--- src/rtl/i2c_req_arbiter_pkg.sv ---
// Shared types and widths for the i2c_req_arbiter slice: FSM state encoding
// and the address/data/timeout-counter widths.
package i2c_arb_pkg;

    typedef enum logic [1:0] {
        IDLE = 2'd0,
        EXEC = 2'd1,
        WAIT = 2'd2,
        DONE = 2'd3
    } arb_state_e;

    localparam int ADDR_W = 16;
    localparam int DATA_W = 8;
    localparam int TO_W   = 15;

endpackage

--- src/rtl/i2c_req_arbiter_if.sv ---
// Requester-side and i2c_dri-side signals of the arbiter. The master modport is the
// arbiter's view; the slave modport is the view of the requesters plus i2c_dri.
interface i2c_req_arbiter_if
    import i2c_arb_pkg::*;
#(
    parameter int NUM_REQ = 2
);
    logic [NUM_REQ-1:0]        req;
    logic [NUM_REQ*ADDR_W-1:0] req_addr;
    logic [NUM_REQ*DATA_W-1:0] req_wdata;
    logic [NUM_REQ-1:0]        req_rh_wl;
    logic [NUM_REQ-1:0]        req_done;
    logic [NUM_REQ-1:0]        req_err;
    logic [DATA_W-1:0]         req_rdata;
    logic                      busy;
    logic                      i2c_exec;
    logic [ADDR_W-1:0]         i2c_addr;
    logic [DATA_W-1:0]         i2c_data_w;
    logic                      i2c_rh_wl;
    logic                      i2c_done;
    logic [DATA_W-1:0]         i2c_data_r;

    modport master (
        input  req, req_addr, req_wdata, req_rh_wl, i2c_done, i2c_data_r,
        output req_done, req_err, req_rdata, busy,
               i2c_exec, i2c_addr, i2c_data_w, i2c_rh_wl
    );

    modport slave (
        output req, req_addr, req_wdata, req_rh_wl, i2c_done, i2c_data_r,
        input  req_done, req_err, req_rdata, busy,
               i2c_exec, i2c_addr, i2c_data_w, i2c_rh_wl
    );
endinterface

--- src/rtl/i2c_req_arbiter_rr_arbiter.sv ---
// Combinational round-robin picker: first set request bit searching upward from
// last_grant+1 with wrap-around.
module rr_arbiter #(
    parameter int NUM_REQ = 2,
    parameter int GW      = $clog2(NUM_REQ)
) (
    input  logic [NUM_REQ-1:0] req,
    input  logic [GW-1:0]      last_grant,
    output logic [GW-1:0]      grant,
    output logic               any_req
);
    logic [GW-1:0] idx_s;
    logic          found_s;

    // Rotating priority search; the requester just served is checked last.
    always_comb begin
        grant   = '0;
        found_s = 1'b0;
        idx_s   = '0;
        for (int off = 1; off <= NUM_REQ; off++) begin
            idx_s   = GW'((int'(last_grant) + off) % NUM_REQ);
            grant   = (!found_s && req[idx_s]) ? idx_s : grant;
            found_s = found_s | req[idx_s];
        end
    end

    assign any_req = |req;

endmodule

--- src/rtl/i2c_req_arbiter.sv ---
// Round-robin arbiter sharing one i2c_dri master between NUM_REQ requesters.
// Optional transaction timeout enabled by defining I2C_ARB_TIMEOUT_EN.
module i2c_req_arbiter
    import i2c_arb_pkg::*;
#(
    parameter int NUM_REQ     = 2,
    parameter int TIMEOUT_CYC = 20000
) (
    input logic               clk,
    input logic               rst,
    i2c_req_arbiter_if.master bus
);
    localparam int GW = $clog2(NUM_REQ);

    if (NUM_REQ < 2 || NUM_REQ > 4 || TIMEOUT_CYC < 2 || TIMEOUT_CYC > 32768) begin : g_param_check
        $error("i2c_req_arbiter: NUM_REQ or TIMEOUT_CYC out of range");
    end

    arb_state_e         state_r, state_nxt_s;
    logic [GW-1:0]      grant_s, grant_r, last_grant_r;
    logic               any_req_s, timeout_s;
    logic [ADDR_W-1:0]  addr_sel_s, i2c_addr_r;
    logic [DATA_W-1:0]  wdata_sel_s, i2c_data_w_r, req_rdata_r;
    logic               rh_wl_sel_s, i2c_rh_wl_r;
    logic               i2c_exec_r, busy_r;
    logic [NUM_REQ-1:0] req_done_r;

    function automatic logic [NUM_REQ-1:0] onehot(input logic [GW-1:0] idx);
        return {{(NUM_REQ-1){1'b0}}, 1'b1} << idx;
    endfunction

    rr_arbiter #(.NUM_REQ(NUM_REQ), .GW(GW)) u_rr (
        .req        (bus.req),
        .last_grant (last_grant_r),
        .grant      (grant_s),
        .any_req    (any_req_s)
    );

    // Steer the winning requester's payload toward the latches.
    always_comb begin
        addr_sel_s  = '0;
        wdata_sel_s = '0;
        rh_wl_sel_s = 1'b0;
        for (int k = 0; k < NUM_REQ; k++) begin
            addr_sel_s  = (grant_s == GW'(k)) ? bus.req_addr[k*ADDR_W +: ADDR_W]  : addr_sel_s;
            wdata_sel_s = (grant_s == GW'(k)) ? bus.req_wdata[k*DATA_W +: DATA_W] : wdata_sel_s;
            rh_wl_sel_s = (grant_s == GW'(k)) ? bus.req_rh_wl[k]                  : rh_wl_sel_s;
        end
    end

`ifdef I2C_ARB_TIMEOUT_EN
    logic [TO_W-1:0]    to_cnt_r;
    logic [NUM_REQ-1:0] req_err_r;

    // Timeout counter: cleared while issuing, counts WAIT cycles.
    always_ff @(posedge clk) begin
        if (rst) begin
            to_cnt_r <= '0;
        end else if (state_r == EXEC) begin
            to_cnt_r <= '0;
        end else if (state_r == WAIT) begin
            to_cnt_r <= to_cnt_r + TO_W'(1);
        end else begin
            to_cnt_r <= to_cnt_r;
        end
    end

    // A real i2c_done in the expiry cycle wins over the timeout.
    assign timeout_s = (state_r == WAIT) && !bus.i2c_done &&
                       (to_cnt_r == TO_W'(TIMEOUT_CYC - 1));

    // Error pulse accompanies the req_done of a timed-out transaction.
    always_ff @(posedge clk) begin
        if (rst) begin
            req_err_r <= '0;
        end else begin
            req_err_r <= timeout_s ? onehot(grant_r) : '0;
        end
    end

    assign bus.req_err = req_err_r;
`else
    assign timeout_s   = 1'b0;
    assign bus.req_err = '0;
`endif

    // FSM state register.
    always_ff @(posedge clk) begin
        if (rst) begin
            state_r <= IDLE;
        end else begin
            state_r <= state_nxt_s;
        end
    end

    // FSM next state; i2c_done is only honoured in WAIT.
    always_comb begin
        state_nxt_s = state_r;
        case (state_r)
            IDLE:    state_nxt_s = any_req_s ? EXEC : IDLE;
            EXEC:    state_nxt_s = WAIT;
            WAIT:    state_nxt_s = (bus.i2c_done || timeout_s) ? DONE : WAIT;
            DONE:    state_nxt_s = IDLE;
            default: state_nxt_s = IDLE;
        endcase
    end

    // Registered outputs decoded from next state, plus grant and payload latches.
    always_ff @(posedge clk) begin
        if (rst) begin
            grant_r      <= '0;
            last_grant_r <= GW'(NUM_REQ - 1);
            i2c_exec_r   <= 1'b0;
            busy_r       <= 1'b0;
            req_done_r   <= '0;
            req_rdata_r  <= '0;
            i2c_addr_r   <= '0;
            i2c_data_w_r <= '0;
            i2c_rh_wl_r  <= 1'b0;
        end else begin
            i2c_exec_r <= (state_nxt_s == EXEC);
            busy_r     <= (state_nxt_s != IDLE);
            req_done_r <= (state_nxt_s == DONE) ? onehot(grant_r) : '0;
            if (state_r == IDLE && any_req_s) begin
                grant_r      <= grant_s;
                i2c_addr_r   <= addr_sel_s;
                i2c_data_w_r <= wdata_sel_s;
                i2c_rh_wl_r  <= rh_wl_sel_s;
            end else begin
                grant_r      <= grant_r;
                i2c_addr_r   <= i2c_addr_r;
                i2c_data_w_r <= i2c_data_w_r;
                i2c_rh_wl_r  <= i2c_rh_wl_r;
            end
            if (state_r == WAIT && bus.i2c_done) begin
                req_rdata_r <= bus.i2c_data_r;
            end else if (timeout_s) begin
                req_rdata_r <= 8'hFF;
            end else begin
                req_rdata_r <= req_rdata_r;
            end
            last_grant_r <= (state_r == DONE) ? grant_r : last_grant_r;
        end
    end

    assign bus.i2c_exec   = i2c_exec_r;
    assign bus.busy       = busy_r;
    assign bus.req_done   = req_done_r;
    assign bus.req_rdata  = req_rdata_r;
    assign bus.i2c_addr   = i2c_addr_r;
    assign bus.i2c_data_w = i2c_data_w_r;
    assign bus.i2c_rh_wl  = i2c_rh_wl_r;

endmodule

--- src/flat_wrapper.sv ---
// flat-port wrapper written by rule: the top's interface ports become plain ports
module i2c_req_arbiter_flat import i2c_arb_pkg::*;
#(
    parameter int NUM_REQ     = 2,
    parameter int TIMEOUT_CYC = 20000
)
  (clk, rst, bus_req, bus_req_addr, bus_req_wdata, bus_req_rh_wl, bus_i2c_done, bus_i2c_data_r, bus_req_done, bus_req_err, bus_req_rdata, bus_busy, bus_i2c_exec, bus_i2c_addr, bus_i2c_data_w, bus_i2c_rh_wl);
  i2c_req_arbiter_if #(.NUM_REQ(NUM_REQ)) bus_i ();
  input logic clk;
  input logic rst;
  input wire logic [$bits(bus_i.req)-1:0] bus_req;
  input wire logic [$bits(bus_i.req_addr)-1:0] bus_req_addr;
  input wire logic [$bits(bus_i.req_wdata)-1:0] bus_req_wdata;
  input wire logic [$bits(bus_i.req_rh_wl)-1:0] bus_req_rh_wl;
  input wire logic [$bits(bus_i.i2c_done)-1:0] bus_i2c_done;
  input wire logic [$bits(bus_i.i2c_data_r)-1:0] bus_i2c_data_r;
  output wire logic [$bits(bus_i.req_done)-1:0] bus_req_done;
  output wire logic [$bits(bus_i.req_err)-1:0] bus_req_err;
  output wire logic [$bits(bus_i.req_rdata)-1:0] bus_req_rdata;
  output wire logic [$bits(bus_i.busy)-1:0] bus_busy;
  output wire logic [$bits(bus_i.i2c_exec)-1:0] bus_i2c_exec;
  output wire logic [$bits(bus_i.i2c_addr)-1:0] bus_i2c_addr;
  output wire logic [$bits(bus_i.i2c_data_w)-1:0] bus_i2c_data_w;
  output wire logic [$bits(bus_i.i2c_rh_wl)-1:0] bus_i2c_rh_wl;
  assign bus_i.req = bus_req;
  assign bus_i.req_addr = bus_req_addr;
  assign bus_i.req_wdata = bus_req_wdata;
  assign bus_i.req_rh_wl = bus_req_rh_wl;
  assign bus_i.i2c_done = bus_i2c_done;
  assign bus_i.i2c_data_r = bus_i2c_data_r;
  assign bus_req_done = bus_i.req_done;
  assign bus_req_err = bus_i.req_err;
  assign bus_req_rdata = bus_i.req_rdata;
  assign bus_busy = bus_i.busy;
  assign bus_i2c_exec = bus_i.i2c_exec;
  assign bus_i2c_addr = bus_i.i2c_addr;
  assign bus_i2c_data_w = bus_i.i2c_data_w;
  assign bus_i2c_rh_wl = bus_i.i2c_rh_wl;
  i2c_req_arbiter #(.NUM_REQ(NUM_REQ), .TIMEOUT_CYC(TIMEOUT_CYC)) u_core (.clk(clk), .rst(rst), .bus(bus_i));
endmodule
--- config.mk ---
export PLATFORM = sky130hd
export DESIGN_NAME = i2c_req_arbiter_flat
export DESIGN_NICKNAME = d
export VERILOG_FILES = /design/src/rtl/i2c_req_arbiter_pkg.sv /design/src/rtl/i2c_req_arbiter_if.sv /design/src/rtl/i2c_req_arbiter_rr_arbiter.sv /design/src/rtl/i2c_req_arbiter.sv /design/src/flat_wrapper.sv
export SDC_FILE = /design/constraint.sdc
export NUM_CORES = 1
export LEC_CHECK = 0
export BUFFER_PORTS_ARGS = -buffer_cell sky130_fd_sc_hd__buf_2
export CAP_MARGIN = 20
export CORE_MARGIN = 3
export CORE_UTILIZATION = 39
export CTS_CLUSTER_DIAMETER = 150
export CTS_CLUSTER_SIZE = 16
export DETAILED_ROUTE_END_ITERATION = 7
export PLACE_DENSITY = 0.72
export SETUP_SLACK_MARGIN = 0.3
export SYNTH_ARGS = -nofsm -noshare
export SYNTH_HDL_FRONTEND = slang
export SYNTH_SLANG_ARGS = --single-unit
--- constraint.sdc ---
create_clock -name clk -period 1.2 [get_ports clk]
set_input_delay 0.06 -clock clk [delete_from_list [all_inputs] [get_ports clk]]
set_output_delay 0.06 -clock clk [all_outputs]
set_load 0.01 [all_outputs]
==> results by group <==
Run status
  • Status: finished with violations
  • Failing checks: setup timing

Critical path
  • Startpoint types: flip-flop
  • CP delay by family, top: compound AO/OA/AOI/OAI gates
  • Slowest CP cell: dfxtp_2
  • CP endpoint kind: flip-flop
  • Worst-path fanout max: 9
  • CP required: 1.41 ns
  • Critical path type: flip-flop to flip-flop
  • Critical Path Max Stage Delay: between 0.3 and 0.4 ns
  • Crit path cell chain: inv_4 > ha_4 > o21ai_4 > buf_12 > a21oi_2 > a211oi_2
  • Worst Path Arrival: 1.45 ns
  • Buffers and inverters on the worst path: 2

Worst hold path
  • Hold WC Path Type: primary input to flip-flop

Yosys
  • Synth top area cells: dfxtp_1 45%, a211oi_2 14%, a21oi_1 9.1%
  • Main synth FF type: dfxtp_1
  • Post-synth EDFFs: 0
  • Post-Syn Area: 0.001817 mm2
  • Yosys top cell area share: between 40% and 50%
  • Register area share after synthesis: 45.18%
  • Synth Register Bits: 41
  • Synth unique cells: 27
  • Synth Instances: 208
  • Avg Cell Area, Syn: 8.734 um2
  • Share of flip-flops with an asynchronous set or reset: 0%
  • YS warnings: 0
  • Cell taking the most area after synthesis: dfxtp_1

Finish
  • Final std cells w/o fill: approximately 380
  • Fillcell total: 360
  • N_diodes: 0
  • Register area: ~830 um2
  • Layout area overhead: 59.16%
  • Nets: 391
  • Multi-input logic area: 0.001087 mm2
  • Layout cells sized above 1: a little over three fifths

GRT
  • Overflow after GRT: 0
  • Largest net degree at the start of global routing: 22
  • Number of global-route vias before repair: 1,779
  • Total track usage: 18.71%
  • Initial antenna violation count: 0
  • Global-route wire length before repair: about 8.0 mm

Floorplan
  • Row count: 24
  • Die Area: 0.005513 mm2
  • Chip Height: 74.25 um
  • Die width: 74.25 um
  • Initial core utilization: 41.16%
  • # IOs: slightly above 100
  • Total core area: 0.004414 mm2

Timing
  • Final hold vios: 0
  • Final min period: about 1.2 ns
  • Slack of the critical path: -0.04185 ns
  • Tcrit/Tclk final: 103.5%
  • Clk_skew: 0.008651 ns
  • Achievable Freq: 805.3 MHz
  • Final Setup Violations: 4
  • Slew Limit Fails: 0
  • RSZ-0062 raised after global routing: yes
  • Hold Slack: 0.01030 ns

Drt
  • DR pass1 iterations: 6
  • Detail Route Antenna Nets: 0
  • Total number of vias: ~1,900
  • Detailed-route wire length: 5.185 mm
  • 1st-iter DRT viols: 66
  • Vias per cell: 5.048
  • Post-DR wirelength/cell: 13.75 um
  • Remaining DRCs: 0

Clock network
  • Number of buffers created by CTS: 5
  • Clk root buf: clkbuf_8
  • TritonCTS clock tree: yes
  • Clk pin slew, worst setup/hold paths: 0.09 ns
  • CTS Buffer Depth: 2
  • Clock Sinks: 41
  • H-tree levels: 2
  • Clock Latency Late Sink: 0.29 ns

Job
  • Maxcap violations: 0

Placed design
  • Placer congestion estimate: roughly 0.72
  • Pre-CTS worst setup slack: -0.03280 ns
  • Input/output buffers: 99
  • Placed wire-length estimate: between 3 and 4 mm
  • Cell Count Post-Placement: between 300 and 400

Pwr
  • Pwr Density: roughly 1500 mW/mm2
  • Tot Pwr: 4384 uW
  • Worst VDD drop: between 0.8 and 0.9 mV
  • Leakage: roughly 0.0013 uW
==> state kept, by name, summed over array words and instances, names as in the netlist, 2 cells and up <==
register	flops
u_core.bus.req_done	2
u_core.bus.i2c_addr	16
u_core.state_r	2
u_core.bus.i2c_data_w	8
u_core.bus.req_rdata	8
==> per-stage QoR <==
step,utilization [%],TNS (ns),instance area [um2]
after global placement,57.34,0,2531
after floorplan,-,0,1944
after CTS,64.20,-0.03798,2834
after global routing,65.50,-0.7824,2892
final,65.50,-0.07870,2892
after detailed placement,57.34,-0.03302,2531
==> cell usage after synthesis (2+ instances only) <==
cell type and number:
dfxtp_1 41, buf_4 5, o21ai_0 2, ha_1 4, a211oi_2 20, a211oi_1 5
buf_2 4, inv_1 4, nand2_1 42, buf_6 2, nor2_1 28, clkbuf_1 4
a21oi_1 33
==> layer usage <==
| layer | GRT usage (%) | routed length (um) |
|---|---|---|
| met2 | 34.15 | 2705 |
| met4 | 7.905 | 79 |
| met1 | 21.39 | 2032 |
| met5 | 0 | 0 |
| met3 | 3.243 | 367 |
==> where the power goes <==
group	internal, uW	switching (uW)	leakage (uW)
Sequential	1560	130	0.000340
Combinational	768	803	0.000923
Clock	623	498	0.0000543
==> repair_timing <==
item                       CTS  global route
hold endpoints to repair     8             0
buffers inserted             2             1
pin swaps                    8             2
resized for setup           25            17
hold buffers                 8             0
setup endpoints to repair   40            46
==> cell type report <==
class                           instances  area share [%]
Tap cell                               52           2.250
Sequential cell                        41           28.69
Clock inverter                          3           1.601
Clock buffer                            5           2.380
Multi-Input combinational cell        148           37.60
Timing Repair Buffer                  124           26.87
Inverter                                4          0.6058
==> tightest hold or removal path: cells and delay by family <==
family | cells | cell delay (ns)
and+or+nand+nor | 1 | 0.05
buffers and inverters | 1 | 0.09
AOI/OAI and AO/OA | 1 | 0.06
==> cell families (layout without fill, tap and decap cells) <==
| group | Yosys count | after routing | synth area share [%] |
|---|---|---|---|
| buf+inv | 20 | 136 | 6.267 |
| other cells | 1 | 2 | 0.2064 |
| simple gates | 75 | 75 | 16.25 |
| fa+ha+maj | 4 | 4 | 2.755 |
| flops | 41 | 41 | 45.18 |
| compound gates | 67 | 67 | 29.34 |
==> cell usage in the layout (no fill, tap or decap), types with 2 or more instances in the layout <==
cell type,netlist,routed
a211oi_1,5,3
a211oi_2,20,22
a21oi_1,33,19
a21oi_2,0,13
buf_12,0,5
buf_2,4,99
buf_4,5,9
buf_6,2,3
clkbuf_8,0,5
conb_1,1,2
dfxtp_1,41,34
dfxtp_2,0,7
dlygate4sd3_1,0,8
ha_2,0,2
ha_4,0,2
inv_2,0,2
nand2_1,42,41
nor2_1,28,5
nor2_2,0,20
nor2_4,0,3
==> worst paths after layout <==
kind,startpoint,to,slack [ns],cells past startpoint
max,u_core.state_r[0],u_core.bus.i2c_addr[13],-0.04,6
min,bus_req_addr[3],u_core.bus.i2c_addr[3],0.01,3
max reg2reg,u_core.state_r[0],u_core.bus.i2c_addr[13],-0.04,6
min reg2reg,u_core.bus.req_rdata[0],u_core.bus.req_rdata[0],0.46,2
(Power assumes the default switching activity.)
